$ cat src/rtl/fetch_sequencer_if.sv
`default_nettype none
// ============================================================================
// fetch_sequencer_if
// Instruction-memory request/response channel between fetch and imem.
// Revision: 1.0
// ============================================================================
interface fetch_sequencer_if #(
  parameter int PC_WIDTH   = 32,
  parameter int INSN_WIDTH = 32
);
  logic                  imem_req_valid;
  logic                  imem_req_ready;
  logic [PC_WIDTH-1:0]   imem_req_addr;
  logic                  imem_resp_valid;
  logic [INSN_WIDTH-1:0] imem_resp_data;

  modport master (
    output imem_req_valid,
    output imem_req_addr,
    input  imem_req_ready,
    input  imem_resp_valid,
    input  imem_resp_data
  );

  modport slave (
    input  imem_req_valid,
    input  imem_req_addr,
    output imem_req_ready,
    output imem_resp_valid,
    output imem_resp_data
  );
endinterface
`default_nettype wire

$ cat src/rtl/fetch_sequencer.sv
`default_nettype none
// ============================================================================
// fetch_sequencer
// Owns the fetch PC, issues imem requests and buffers responses for decode.
// Revision: 1.0
// ============================================================================
module fetch_sequencer #(
  parameter int                  PC_WIDTH        = 32,
  parameter int                  INSN_WIDTH      = 32,
  parameter logic [PC_WIDTH-1:0] RESET_PC        = '0,
  parameter int                  MAX_OUTSTANDING = 2
) (
  input  wire logic                  clk,
  input  wire logic                  rst,
  input  wire logic                  stall,
  input  wire logic                  redirect_valid,
  input  wire logic [PC_WIDTH-1:0]   redirect_pc,
  input  wire logic                  btb_hit,
  input  wire logic [PC_WIDTH-1:0]   btb_predicted_pc,
  output logic      [PC_WIDTH-1:0]   pc,
  fetch_sequencer_if.master          imem,
  output logic                       insn_valid,
  output logic      [INSN_WIDTH-1:0] insn,
  output logic      [PC_WIDTH-1:0]   insn_pc,
  output logic                       insn_pred_taken,
  output logic      [PC_WIDTH-1:0]   insn_pred_pc
);

  localparam int PTR_W = (MAX_OUTSTANDING > 1) ? $clog2(MAX_OUTSTANDING) : 1;
  localparam int CNT_W = $clog2(MAX_OUTSTANDING + 1);
  localparam logic [PTR_W-1:0] c_lastPtr = PTR_W'(MAX_OUTSTANDING - 1);
  localparam logic [CNT_W-1:0] c_depth   = CNT_W'(MAX_OUTSTANDING);

  typedef enum logic [1:0] {
    S_BOOT  = 2'd0,
    S_FETCH = 2'd1,
    S_FLUSH = 2'd2
  } state_t;

  function automatic logic [PTR_W-1:0] bump(input logic [PTR_W-1:0] p);
    return (p == c_lastPtr) ? '0 : p + PTR_W'(1);
  endfunction

  state_t              r_state;
  logic [PC_WIDTH-1:0] r_pc;
  logic [CNT_W-1:0]    r_inflight;
  logic [CNT_W-1:0]    r_occ;
  logic [PTR_W-1:0]    r_tagWr;
  logic [PTR_W-1:0]    r_tagRd;
  logic [PTR_W-1:0]    r_rspWr;
  logic [PTR_W-1:0]    r_rspRd;

  // Tag FIFO holds fetch-time context until the matching response returns.
  logic [PC_WIDTH-1:0]   r_tagPc     [MAX_OUTSTANDING];
  logic                  r_tagTaken  [MAX_OUTSTANDING];
  logic [PC_WIDTH-1:0]   r_tagPredPc [MAX_OUTSTANDING];
  logic [INSN_WIDTH-1:0] r_rspData   [MAX_OUTSTANDING];
  logic [PC_WIDTH-1:0]   r_rspPc     [MAX_OUTSTANDING];
  logic                  r_rspTaken  [MAX_OUTSTANDING];
  logic [PC_WIDTH-1:0]   r_rspPredPc [MAX_OUTSTANDING];

  logic                w_redirect;
  logic                w_credit;
  logic                w_reqValid;
  logic                w_fire;
  logic [PC_WIDTH-1:0] w_nextPc;
  logic                w_respIn;
  logic                w_respKeep;
  logic                w_haveInsn;
  logic                w_pop;

  assign w_redirect = redirect_valid && (r_state != S_BOOT);
  // Buffered responses consume credit too, so a stalled decode throttles fetch.
  assign w_credit   = ({1'b0, r_inflight} + {1'b0, r_occ}) < {1'b0, c_depth};
  assign w_reqValid = (r_state == S_FETCH) && !redirect_valid && w_credit;
  assign w_fire     = w_reqValid && imem.imem_req_ready;
  assign w_nextPc   = btb_hit ? btb_predicted_pc : r_pc + PC_WIDTH'(4);
  assign w_respIn   = imem.imem_resp_valid && (r_inflight != '0);
  assign w_respKeep = w_respIn && (r_state == S_FETCH) && !redirect_valid;
  assign w_haveInsn = (r_occ != '0);
  assign w_pop      = w_haveInsn && !stall && !w_redirect;

  always_ff @(posedge clk or negedge rst) begin
    if (!rst) begin
      r_state    <= S_BOOT;
      r_pc       <= RESET_PC;
      r_inflight <= '0;
      r_occ      <= '0;
      r_tagWr    <= '0;
      r_tagRd    <= '0;
      r_rspWr    <= '0;
      r_rspRd    <= '0;
    end else begin
      case (r_state)
        S_BOOT:  r_state <= S_FETCH;
        S_FETCH: if (redirect_valid && (r_inflight != '0)) r_state <= S_FLUSH;
        S_FLUSH: if ((r_inflight == '0) && !redirect_valid) r_state <= S_FETCH;
        default: r_state <= S_BOOT;
      endcase

      if (w_redirect) begin
        r_pc <= redirect_pc;
      end else if (w_fire) begin
        r_pc <= w_nextPc;
      end

      if (w_fire)   r_tagWr <= bump(r_tagWr);
      if (w_respIn) r_tagRd <= bump(r_tagRd);
      case ({w_fire, w_respIn})
        2'b10:   r_inflight <= r_inflight + CNT_W'(1);
        2'b01:   r_inflight <= r_inflight - CNT_W'(1);
        default: r_inflight <= r_inflight;
      endcase

      if (w_redirect) begin
        r_rspWr <= '0;
        r_rspRd <= '0;
        r_occ   <= '0;
      end else begin
        if (w_respKeep) r_rspWr <= bump(r_rspWr);
        if (w_pop)      r_rspRd <= bump(r_rspRd);
        case ({w_respKeep, w_pop})
          2'b10:   r_occ <= r_occ + CNT_W'(1);
          2'b01:   r_occ <= r_occ - CNT_W'(1);
          default: r_occ <= r_occ;
        endcase
      end
    end
  end

  // Storage needs no reset: every read is qualified by the occupancy counters.
  always_ff @(posedge clk) begin
    if (w_fire) begin
      r_tagPc[r_tagWr]     <= r_pc;
      r_tagTaken[r_tagWr]  <= btb_hit;
      r_tagPredPc[r_tagWr] <= w_nextPc;
    end
    if (w_respKeep) begin
      r_rspData[r_rspWr]   <= imem.imem_resp_data;
      r_rspPc[r_rspWr]     <= r_tagPc[r_tagRd];
      r_rspTaken[r_rspWr]  <= r_tagTaken[r_tagRd];
      r_rspPredPc[r_rspWr] <= r_tagPredPc[r_tagRd];
    end
  end

  assign pc                  = r_pc;
  assign imem.imem_req_valid = w_reqValid;
  assign imem.imem_req_addr  = r_pc;
  assign insn_valid          = w_haveInsn;
  assign insn                = w_haveInsn ? r_rspData[r_rspRd]   : '0;
  assign insn_pc             = w_haveInsn ? r_rspPc[r_rspRd]     : '0;
  assign insn_pred_taken     = w_haveInsn ? r_rspTaken[r_rspRd]  : 1'b0;
  assign insn_pred_pc        = w_haveInsn ? r_rspPredPc[r_rspRd] : '0;

  a_respWithoutRequest: assert property (@(posedge clk) disable iff (!rst)
    !(imem.imem_resp_valid && (r_inflight == '0)));
  a_respOverflow: assert property (@(posedge clk) disable iff (!rst)
    !(w_respKeep && (r_occ == c_depth)));

endmodule
`default_nettype wire

$ cat src/flat_wrapper.sv
// flat-port wrapper written by rule: the top's interface ports become plain ports
module fetch_sequencer_flat 
#(
  parameter int                  PC_WIDTH        = 32,
  parameter int                  INSN_WIDTH      = 32,
  parameter logic [PC_WIDTH-1:0] RESET_PC        = '0,
  parameter int                  MAX_OUTSTANDING = 2
)
  (clk, rst, stall, redirect_valid, redirect_pc, btb_hit, btb_predicted_pc, pc, insn_valid, insn, insn_pc, insn_pred_taken, insn_pred_pc, imem_imem_req_valid, imem_imem_req_addr, imem_imem_req_ready, imem_imem_resp_valid, imem_imem_resp_data);
  fetch_sequencer_if #(.PC_WIDTH(PC_WIDTH), .INSN_WIDTH(INSN_WIDTH)) imem_i ();
  input  wire logic clk;
  input  wire logic rst;
  input  wire logic stall;
  input  wire logic redirect_valid;
  input  wire logic [PC_WIDTH-1:0] redirect_pc;
  input  wire logic btb_hit;
  input  wire logic [PC_WIDTH-1:0] btb_predicted_pc;
  output logic      [PC_WIDTH-1:0] pc;
  output logic insn_valid;
  output logic      [INSN_WIDTH-1:0] insn;
  output logic      [PC_WIDTH-1:0] insn_pc;
  output logic insn_pred_taken;
  output logic      [PC_WIDTH-1:0] insn_pred_pc;
  output wire logic [$bits(imem_i.imem_req_valid)-1:0] imem_imem_req_valid;
  output wire logic [$bits(imem_i.imem_req_addr)-1:0] imem_imem_req_addr;
  input wire logic [$bits(imem_i.imem_req_ready)-1:0] imem_imem_req_ready;
  input wire logic [$bits(imem_i.imem_resp_valid)-1:0] imem_imem_resp_valid;
  input wire logic [$bits(imem_i.imem_resp_data)-1:0] imem_imem_resp_data;
  assign imem_imem_req_valid = imem_i.imem_req_valid;
  assign imem_imem_req_addr = imem_i.imem_req_addr;
  assign imem_i.imem_req_ready = imem_imem_req_ready;
  assign imem_i.imem_resp_valid = imem_imem_resp_valid;
  assign imem_i.imem_resp_data = imem_imem_resp_data;
  fetch_sequencer #(.PC_WIDTH(PC_WIDTH), .INSN_WIDTH(INSN_WIDTH), .RESET_PC(RESET_PC), .MAX_OUTSTANDING(MAX_OUTSTANDING)) u_core (.clk(clk), .rst(rst), .stall(stall), .redirect_valid(redirect_valid), .redirect_pc(redirect_pc), .btb_hit(btb_hit), .btb_predicted_pc(btb_predicted_pc), .pc(pc), .imem(imem_i), .insn_valid(insn_valid), .insn(insn), .insn_pc(insn_pc), .insn_pred_taken(insn_pred_taken), .insn_pred_pc(insn_pred_pc));
endmodule
$ cat config.mk
export PLATFORM = sky130hd
export DESIGN_NAME = fetch_sequencer_flat
export DESIGN_NICKNAME = d
export VERILOG_FILES = /design/src/rtl/fetch_sequencer_if.sv /design/src/rtl/fetch_sequencer.sv /design/src/flat_wrapper.sv
export SDC_FILE = /design/constraint.sdc
export NUM_CORES = 1
export LEC_CHECK = 0
export CAP_MARGIN = 15
export CORE_ASPECT_RATIO = 0.7
export CORE_MARGIN = 5
export CORE_UTILIZATION = 40
export CTS_CLUSTER_DIAMETER = 50
export DETAILED_ROUTE_END_ITERATION = 6
export PLACE_DENSITY = 0.62
export SLEW_MARGIN = 20
export SYNTH_ARGS = -nofsm -noshare
export SYNTH_HDL_FRONTEND = slang
export SYNTH_SLANG_ARGS = --single-unit
export TNS_END_PERCENT = 5
$ cat constraint.sdc
create_clock -name clk -period 8.06 [get_ports clk]
set_clock_uncertainty 0.2 [all_clocks]
set_input_delay 1.612 -clock clk [delete_from_list [all_inputs] [get_ports clk]]
set_output_delay 1.612 -clock clk [all_outputs]
set_load 0.02 [all_outputs]
# [Yosys cells after proc, flatten, opt, wreduce, memory -nomap -nowiden]
# Memories as Yosys holds them, arrays and structs flattened.
# Cells that the tools add are included.
[classes] n_addsub=10 n_mul=0 n_div=0 order_cmp=1 n_eq_ne=8 shift=0 n_mux=25 bitwise_logic=0 n_reduce_logical=25
[ops] cell="$mux 32" count=6
[ops] cell="$add 32x3->32 const B" count=1
[ops] cell="$reduce_bool 2->1" count=7
[ops] cell="$mux 1" count=13
[ops] cell="$logic_and 1x1->1" count=11
[ops] cell="$pmux 2 s2" count=2
[ops] cell="$eq 2x1->1 const B" count=3
[ops] cell="$eq 2x2->1 const B" count=3
[ops] cell="$mux 2" count=3
[ops] cell="$pmux 2 s3" count=1
[ops] cell="$add 1x1->1 const B" count=4
[ops] cell="$add 2x1->2 const B" count=2
[ops] cell="$logic_not 2->1" count=2
[ops] cell="$sub 2x1->2 const B" count=2
[ops] cell="$add 2x2->3" count=1
[ops] cell="$logic_not 1->1" count=3
[ops] cell="$lt 3x2->1 const B" count=1
[ops] cell="$reduce_bool 3->1" count=1
[ops] cell="$ne 2x1->1 const B" count=1
[ops] cell="$ne 2x2->1 const B" count=1
[ops] cell="$reduce_and 2->1" count=1
[totals] regBits=42 latch_bits=0 mem_bits_rw=324 rom_bits=0 in_bits=103 word_cells=84 n_memories=7
[mem_list] name="u_core.r_rspData" depth=2 width=32 rd=1 rd_ports_with_merged_regs=0 write_ports=1 line_no="fetch_sequencer.sv:57" text="logic [INSN_WIDTH-1:0] r_rspData [MAX_OUTSTANDING];"
[mem_list] name="u_core.r_rspPc" depth=2 width=32 rd=1 rd_ports_with_merged_regs=0 write_ports=1 line_no="fetch_sequencer.sv:58" text="logic [PC_WIDTH-1:0] r_rspPc [MAX_OUTSTANDING];"
[mem_list] name="u_core.r_rspPredPc" depth=2 width=32 rd=1 rd_ports_with_merged_regs=0 write_ports=1 line_no="fetch_sequencer.sv:60" text="logic [PC_WIDTH-1:0] r_rspPredPc [MAX_OUTSTANDING];"
[mem_list] name="u_core.r_tagPc" depth=2 width=32 rd=1 rd_ports_with_merged_regs=0 write_ports=1 line_no="fetch_sequencer.sv:54" text="logic [PC_WIDTH-1:0] r_tagPc [MAX_OUTSTANDING];"
[mem_list] name="u_core.r_tagPredPc" depth=2 width=32 rd=1 rd_ports_with_merged_regs=0 write_ports=1 line_no="fetch_sequencer.sv:56" text="logic [PC_WIDTH-1:0] r_tagPredPc [MAX_OUTSTANDING];"
[mem_list] name="u_core.r_rspTaken" depth=2 width=1 rd=1 rd_ports_with_merged_regs=0 write_ports=1 line_no="fetch_sequencer.sv:59" text="logic r_rspTaken [MAX_OUTSTANDING];"
[mem_list] name="+1 memories"

# [Logic depth before layout (Yosys ltp)]
# Gate-level depths: netlist of run 1.
[depth] depth_word=7 ltp_mapped=10 depth_no_buf=9

# [Least setup slack after synthesis of run 1]
# OpenSTA, ideal clock, no wires.
[synth_path] kind="in2reg" start="input imem_imem_resp_valid" end="memory u_core.r_rspData[0][0], enable pin" arrival_ns=5.966 required_time_ns=7.306 slack_ns=1.340 stages=4 n_path_buf=0 path_cell_list="o21ai_0 inv_1 nand2_1 nor2_1"
[synth_via] elab_chain_len=5
[synth_lines] element="start, declared" line_no="flat_wrapper.sv:27" text="input wire logic [$bits(imem_i.imem_resp_valid)-1:0] imem_imem_resp_valid;"
[synth_lines] element="$logic_and 1x1->1" line_no="fetch_sequencer.sv:78" text="assign w_respIn = imem.imem_resp_valid && (r_inflight != '0);"
[synth_lines] element="net u_core.w_respIn" line_no="fetch_sequencer.sv:67" text="logic w_respIn;"
[synth_lines] element="$logic_and 1x1->1 (2 in a row)" line_no="fetch_sequencer.sv:79" text="assign w_respKeep = w_respIn && (r_state == S_FETCH) && !redirect_valid;"
[synth_lines] element="$mux 1" line_no="fetch_sequencer.sv:138" text="if (w_respKeep) begin"
[synth_lines] element="$mux 1 (implied by the code)" line_no="fetch_sequencer.sv:139" text="r_rspData[r_rspWr] <= imem.imem_resp_data;"
[synth_lines] element="end, declared" line_no="fetch_sequencer.sv:57"
# The timed path passes the listed nets, and every way through them passes these cells.

# [Final worst setup path of run 1]
[layout_path] start="input redirect_valid" end="output imem_imem_req_valid"
[layout_via] elab_chain_len=3
[layout_lines] element="start, declared" line_no="flat_wrapper.sv:14" text="input wire logic redirect_valid;"
[layout_lines] element="$logic_not 1->1" line_no="fetch_sequencer.sv:75" text="assign w_reqValid = (r_state == S_FETCH) && !redirect_valid && w_credit;"
[layout_lines] element="$logic_and 1x1->1 (2 in a row)" line_no="fetch_sequencer.sv:75"
[layout_lines] element="end, declared" line_no="flat_wrapper.sv:24" text="output wire logic [$bits(imem_i.imem_req_valid)-1:0] imem_imem_req_valid;"
# No other way between the ends.

==> impl_metrics.yaml, run 1 <==
clocking:
  cts_buffers: 40
  worstSkewPairLatency_ns: 0.53
  clock_sinks: 366
  root_buffer: "clkbuf_16"
  cts_tree: "yes"
  post_cts.repair.setup_buffers: 0
  cts_hold_buffers: 0
  clkTransAtPathRegs_ns: 0.06
  cts_resized: 0
  cts_buffer_depth: 3
  htreeDepth: 2
pwr:
  intPower_uw: 4620
  comb_power_share: 0.336
  p_leak_uw: 0.00651
  seqPwrFrac: 0.417
  fin_total_pwr_uw: 7040
  p_per_area_nw_per_um2: 361
  pwr-share-clk: 0.247
  ir_drop_uv: 170
  power_switching_uw: 2420
  sw_frac_of_total: 0.343
drt:
  drtPass1Iterations: 5
  ant_nets: 0
  drcViolationCount: 0
  drt-vias-per-instance: 5.10
  wl_per_cell_um: 20.6
  wl_um: 36200
  first_iter_violations: 690
  dr_total_vias: 8940
die:
  io_pins: 266
  fp.dieW_um: 244
  start_util: 0.409
  dieArea_um2: 42300
  die_y_um: 174
  fp-row-count: 59
  core-area_um2: 37400
logic_synthesis:
  synth_area_um2: 15300
  synthXorXnorAreaFrac: 0.0206
  synth_compound_area_frac: 0.0487
  syn_inst: 1003
  synth-seq-cells: 366
  synthAdderAreaFrac: 0.00376
  yosys.area_share.simple: 0.0716
  syn-num-nets: 1110
  avgSynthCellArea_um2: 15.3
  synth_edf_count: 324
  synth_seq_area_share: 0.705
  ys.flop_type: "edfxtp_1"
  synthMuxAreaShare: 0.117
  yosys_warnings: 0
  synth_cell_type_count: 56
  synth_top_family_by_area: "multiplexers"
  synthArstFlopShare: 0.115
global_routing:
  grt_pass1_wl_um: 55400
  grt_pass1_vias: 9114
  grt-ovfl-total: 0
  grt_max_degree: 75
  grt_antenna_before_repair: 3
  grt_usage: 0.168
sta:
  setup_viol: 0
  fin_setup_tns_ns: 0
  finalHoldViolCount: 0
  rsz0062_at_grt: "no"
  tightest_slew_ns: 1.07
  finalCritPeriodShare: 0.649
  period_minus_slack_ns: 5.23
  slew_viol_final: 0
  fmax_ghz: 0.191
  slew_headroom: 0.284
critical_path:
  cp_max_fo: 5
  critPathRequiredTime_ns: 6.25
  crit_path_end_kind: "output port"
  path_class: "input pin to output port"
  critPathLaunchType: "input pin"
  cp.arrival_ns: 3.42
layout:
  mostFrequentLayoutCell: "edfxtp_1"
  syn_to_final_growth_pct: 27.5
  layout_common_cells: "edfxtp_1 (324), clkdlybuf4s50_1 (263), nor2_1 (108), mux2i_1 (97), mux2_2 (72)"
  drive_above_1_share: 0.132
  fillCellCount: 3118
  nets: 1344
  final_area_um2: 19500
placed_design:
  dp_hpwl_um: 23500
  port_buffers: 265
  dpl_cell_area_um2: 18200
  routabilityCongestion: 0.784
min_path:
  hp-class: "flip-flop to flip-flop"
run_status:
  outcome: "complete, no violations"
flow_run:
  drv_cap: 0
==> critical path: stages <==
cell and delay (ns):
clkdlybuf4s50_1 0.48, or3b_4 0.44, nor3_1 0.22, clkdlybuf4s50_1 0.66
==> registers in the layout, summed over array words and instances (netlist names) <==
signal and flops:
u_core.r_rspData 64, u_core.r_rspPc 64, u_core.r_rspPredPc 64, u_core.r_tagPc 64, u_core.r_tagPredPc 64, u_core.imem.imem_req_addr 32, u_core.r_inflight 2, u_core.r_occ 2
u_core.r_rspTaken 2, u_core.r_state 2, u_core.r_tagTaken 2, u_core.r_rspRd 1, u_core.r_rspWr 1, u_core.r_tagRd 1, u_core.r_tagWr 1
==> layer usage <==
metal	track usage	vias up	routed length, um
li1	-	4214	-
met1	0.244	4417	16900
met2	0.262	248	16600
met3	0.0376	57	1990
met4	0.0345	4	667
met5	0	-	24
==> stage by stage <==
| step | std cells | hold slack [ns] | utilization | setup slack, ns |
|---|---|---|---|---|
| 2_1_floorplan | 1003 | 0.280 | - | 1.34 |
| 3_3_place_gp | 1682 | 0.304 | 0.487 | 2.77 |
| 3_5_place_dp | 1682 | 0.325 | 0.487 | 2.74 |
| 4_1_cts | 1752 | 0.332 | 0.520 | 2.83 |
| 5_1_grt | 1754 | 0.348 | 0.521 | 2.76 |
| 6_report | 1754 | 0.339 | 0.521 | 2.83 |
==> synth_stat cells, types with 2 or more instances <==
cell type	instances	share of area
o21ai_0	39	0.013
inv_1	13	0.0032
nor4_1	5	0.0020
nor2_1	113	0.028
o311ai_1	3	0.0017
a222oi_1	3	0.0020
edfxtp_1	324	0.64
a221oi_1	2	0.0011
a22oi_1	10	0.0049
and2_1	6	0.0025
nor3_2	3	0.0020
nor4_4	3	0.0042
nand3_1	16	0.0052
mux2_2	72	0.053
nand3_2	2	0.0013
buf_1	8	0.0020
o211ai_1	4	0.0020
clkbuf_1	32	0.0079
nand2_1	39	0.0096
and3_1	4	0.0016
dfrtp_1	42	0.069
nand4_4	2	0.0028
a21oi_1	8	0.0026
xor2_1	12	0.0069
ha_1	3	0.0025
a22o_1	13	0.0074
buf_2	11	0.0036
nor3_1	8	0.0026
buf_4	32	0.016
mux2i_1	97	0.063
a21o_1	8	0.0039
or3_1	5	0.0020
nand4_1	7	0.0029
xnor2_1	24	0.014
a221o_1	9	0.0059
==> power by group through the flow <==
stage / logic (uW) / clock network [uW] / registers (uW)
floorplan: 1530 / 0 / 2820
global placement: 2380 / 0 / 2970
detailed placement: 2390 / 0 / 2980
CTS: 2400 / 1780 / 2940
global route: 2540 / 1870 / 2990
finish: 2360 / 1740 / 2930
==> area by class of cell <==
class / instances / area [um2] / share of cell area
flip-flops and latches: 366 / 10800 / 0.553
multi-input cells: 539 / 4050 / 0.208
repair buffers: 277 / 2750 / 0.141
clock buffers: 50 / 1070 / 0.0549
well taps: 488 / 611 / 0.0313
clock inverters: 20 / 178 / 0.00911
inverters: 13 / 48.8 / 0.00250
diodes: 1 / 2.50 / 0.000128
==> path summary, 6_finish.rpt <==
check | startpoint | to | slack [ns] | cells past startpoint
min in group asynchronous | rst | u_core.imem.imem_req_addr[9]$_DFFE_PN0P_ | 0.98 | 2
worst min-delay path | u_core.r_state[0]$_DFFE_PN0P_ | u_core.r_state[0]$_DFFE_PN0P_ | 0.34 | 1
worst max-delay path | redirect_valid | imem_imem_req_valid | 2.83 | 4
worst min register to register | u_core.r_state[0]$_DFFE_PN0P_ | u_core.r_state[0]$_DFFE_PN0P_ | 0.34 | 1
worst max register to register | u_core.r_occ[0]$_DFFE_PN0P_ | u_core.r_tagPc[1][26]$_DFFE_PP_ | 3.81 | 7
max in group asynchronous | rst | u_core.r_rspRd$_DFFE_PN0P_ | 6.16 | 2
==> kinds of logic after synthesis <==
| logic type | count (synthesis) |
|---|---|
| flops | 366 |
| simple gates | 221 |
| mux | 170 |
| compound gates | 108 |
| buf+inv | 98 |
| xor+xnor | 36 |
| fa+ha+maj | 4 |
Note: power is estimated with default switching activity, not from simulation.
==> run 2: changes to the inputs <==
- clock period: 8.06 -> 5.2 ns (I/O delays scaled with it)
==> run 2 against run 1 <==
  * Cell count grew 0.23%
  * First-iteration DRC count increased by 0.14%
  * Core utilization increased by 0.20 points
  * Global-route usage grew 0.43 points
  * Clock power rose by 58%
  * Die area unchanged
  * Sequential power rose by 54%
  * Worst hold slack lost 0.0046 ns
  * Register-to-register slack worse by 2.2 ns
==> impl_metrics.yaml, run 2 (same netlist as run 1, synthesis figures left out) <==
sta:
  slew_headroom: 0.283
  finalCritPeriodShare: 0.782
  setup_viol: 0
  fmax_ghz: 0.246
  rsz0062_at_grt: "no"
  finalHoldViolCount: 0
  period_minus_slack_ns: 4.07
  fin_setup_tns_ns: 0
  slew_viol_final: 0
  tightest_slew_ns: 1.08
critical_path:
  critPathRequiredTime_ns: 3.96
  crit_path_end_kind: "output port"
  critPathLaunchType: "input pin"
  cpMostUsedCell: "clkdlybuf4s50_1"
  worstPathCellList: "clkdlybuf4s50_1 > or3b_4 > nor3_1 > clkdlybuf4s50_1"
  cp_max_fo: 5
  path_class: "input pin to output port"
  r2r.worst_path.cells: 7
  cpMaxStageDelayCell: "clkdlybuf4s50_1"
  cp.arrival_ns: 2.83
  max_stage_delay_ns: 0.67
clocking:
  cts_buffer_depth: 3
  cts_hold_buffers: 0
  cts_resized: 0
  clock_sinks: 366
  cts_tree: "yes"
  clkTransAtPathRegs_ns: 0.06
  post_cts.repair.setup_buffers: 0
  worstSkewPairLatency_ns: 0.53
  htreeDepth: 2
  cts_buffers: 40
  root_buffer: "clkbuf_16"
global_routing:
  grt_busiest_layer: "met2"
  grt_antenna_before_repair: 2
  grt_usage: 0.172
  grtUsageMet3: 0.0325
  grt-ovfl-total: 0
  grt_pass1_wl_um: 56500
  grt_pass1_vias: 9201
  grtUsageMet1: 0.244
  grt_max_degree: 69
  gr-usage-met2: 0.278
pwr:
  fin_total_pwr_uw: 11000
  ir_drop_uv: 270
  p_per_area_nw_per_um2: 562
  p_leak_uw: 0.00655
flow_run:
  drv_cap: 0
die:
  fp.dieW_um: 244
  start_util: 0.409
  core-area_um2: 37400
  fp-row-count: 59
  io_pins: 266
  dieArea_um2: 42300
  die_y_um: 174
placed_design:
  placedCellCount: 1686
  dpl_cell_area_um2: 18300
  dp_hpwl_um: 24500
  port_buffers: 265
  routabilityCongestion: 0.757
layout:
  instances_no_fill: 1758
  syn_to_final_growth_pct: 28.0
  finish.utilization: 0.523
  drive_above_1_share: 0.135
  antenna_cells: 0
  mostFrequentLayoutCell: "edfxtp_1"
  layout_common_cells: "edfxtp_1 (324), clkdlybuf4s50_1 (263), nor2_1 (108), mux2i_1 (97), mux2_2 (72)"
  nets: 1347
  final_area_um2: 19600
drt:
  wl_um: 37500
  drt-vias-per-instance: 5.22
  drcViolationCount: 0
  dr_total_vias: 9170
  first_iter_violations: 691
  wl_per_cell_um: 21.3
  drtPass1Iterations: 5
  ant_nets: 0
run_status:
  outcome: "complete, no violations"
min_path:
  whs_path_depth: 1
  hp-class: "flip-flop to flip-flop"
## run 2: layout make-up
class,instances,area (um2)
clock buffers,55,1100
fillers,3098,17900
flip-flops and latches,366,10800
repair buffers,280,2810
clock inverters,17,174
multi-input cells,539,4050
inverters,13,48.8
well taps,488,611
## run 2: path summary, 6_finish.rpt
kind                       slack (ns)                     startpoint                                  endpoint
max                              1.13                 redirect_valid                       imem_imem_req_valid
min                              0.33  u_core.r_state[0]$_DFFE_PN0P_             u_core.r_state[0]$_DFFE_PN0P_
max reg2reg                      1.59    u_core.r_occ[0]$_DFFE_PN0P_       u_core.r_tagPredPc[1][24]$_DFFE_PP_
min reg2reg                      0.33  u_core.r_state[0]$_DFFE_PN0P_             u_core.r_state[0]$_DFFE_PN0P_
max in group asynchronous        3.70                            rst                u_core.r_rspRd$_DFFE_PN0P_
min in group asynchronous        0.34                            rst  u_core.imem.imem_req_addr[4]$_DFFE_PN0P_
## run 2: critical path, delay by kind of cell
| kind | cells | cell delay (ns) |
|---|---|---|
| buffers and inverters | 2 | 1.15 |
| and+or+nand+nor | 2 | 0.64 |
## run 2: power breakdown
group | internal, uW | switching (uW)
Clock | 1630 | 1120
Sequential | 3870 | 653
Combinational | 1740 | 1990
## run 2: metal layers
layer  vias up  part of all wire
met5         -                 0
met3        46             0.057
met4         0             0.017
li1       4221                 -
met2       294              0.47
met1      4609              0.46
## run 2: metrics by stage
stage	setup slack [ns]	hold WS (ns)
after floorplan	-0.296	0.280
after global placement	1.13	0.322
after detailed placement	1.12	0.321
after CTS	1.10	0.331
after global routing	0.995	0.348
final	1.13	0.334
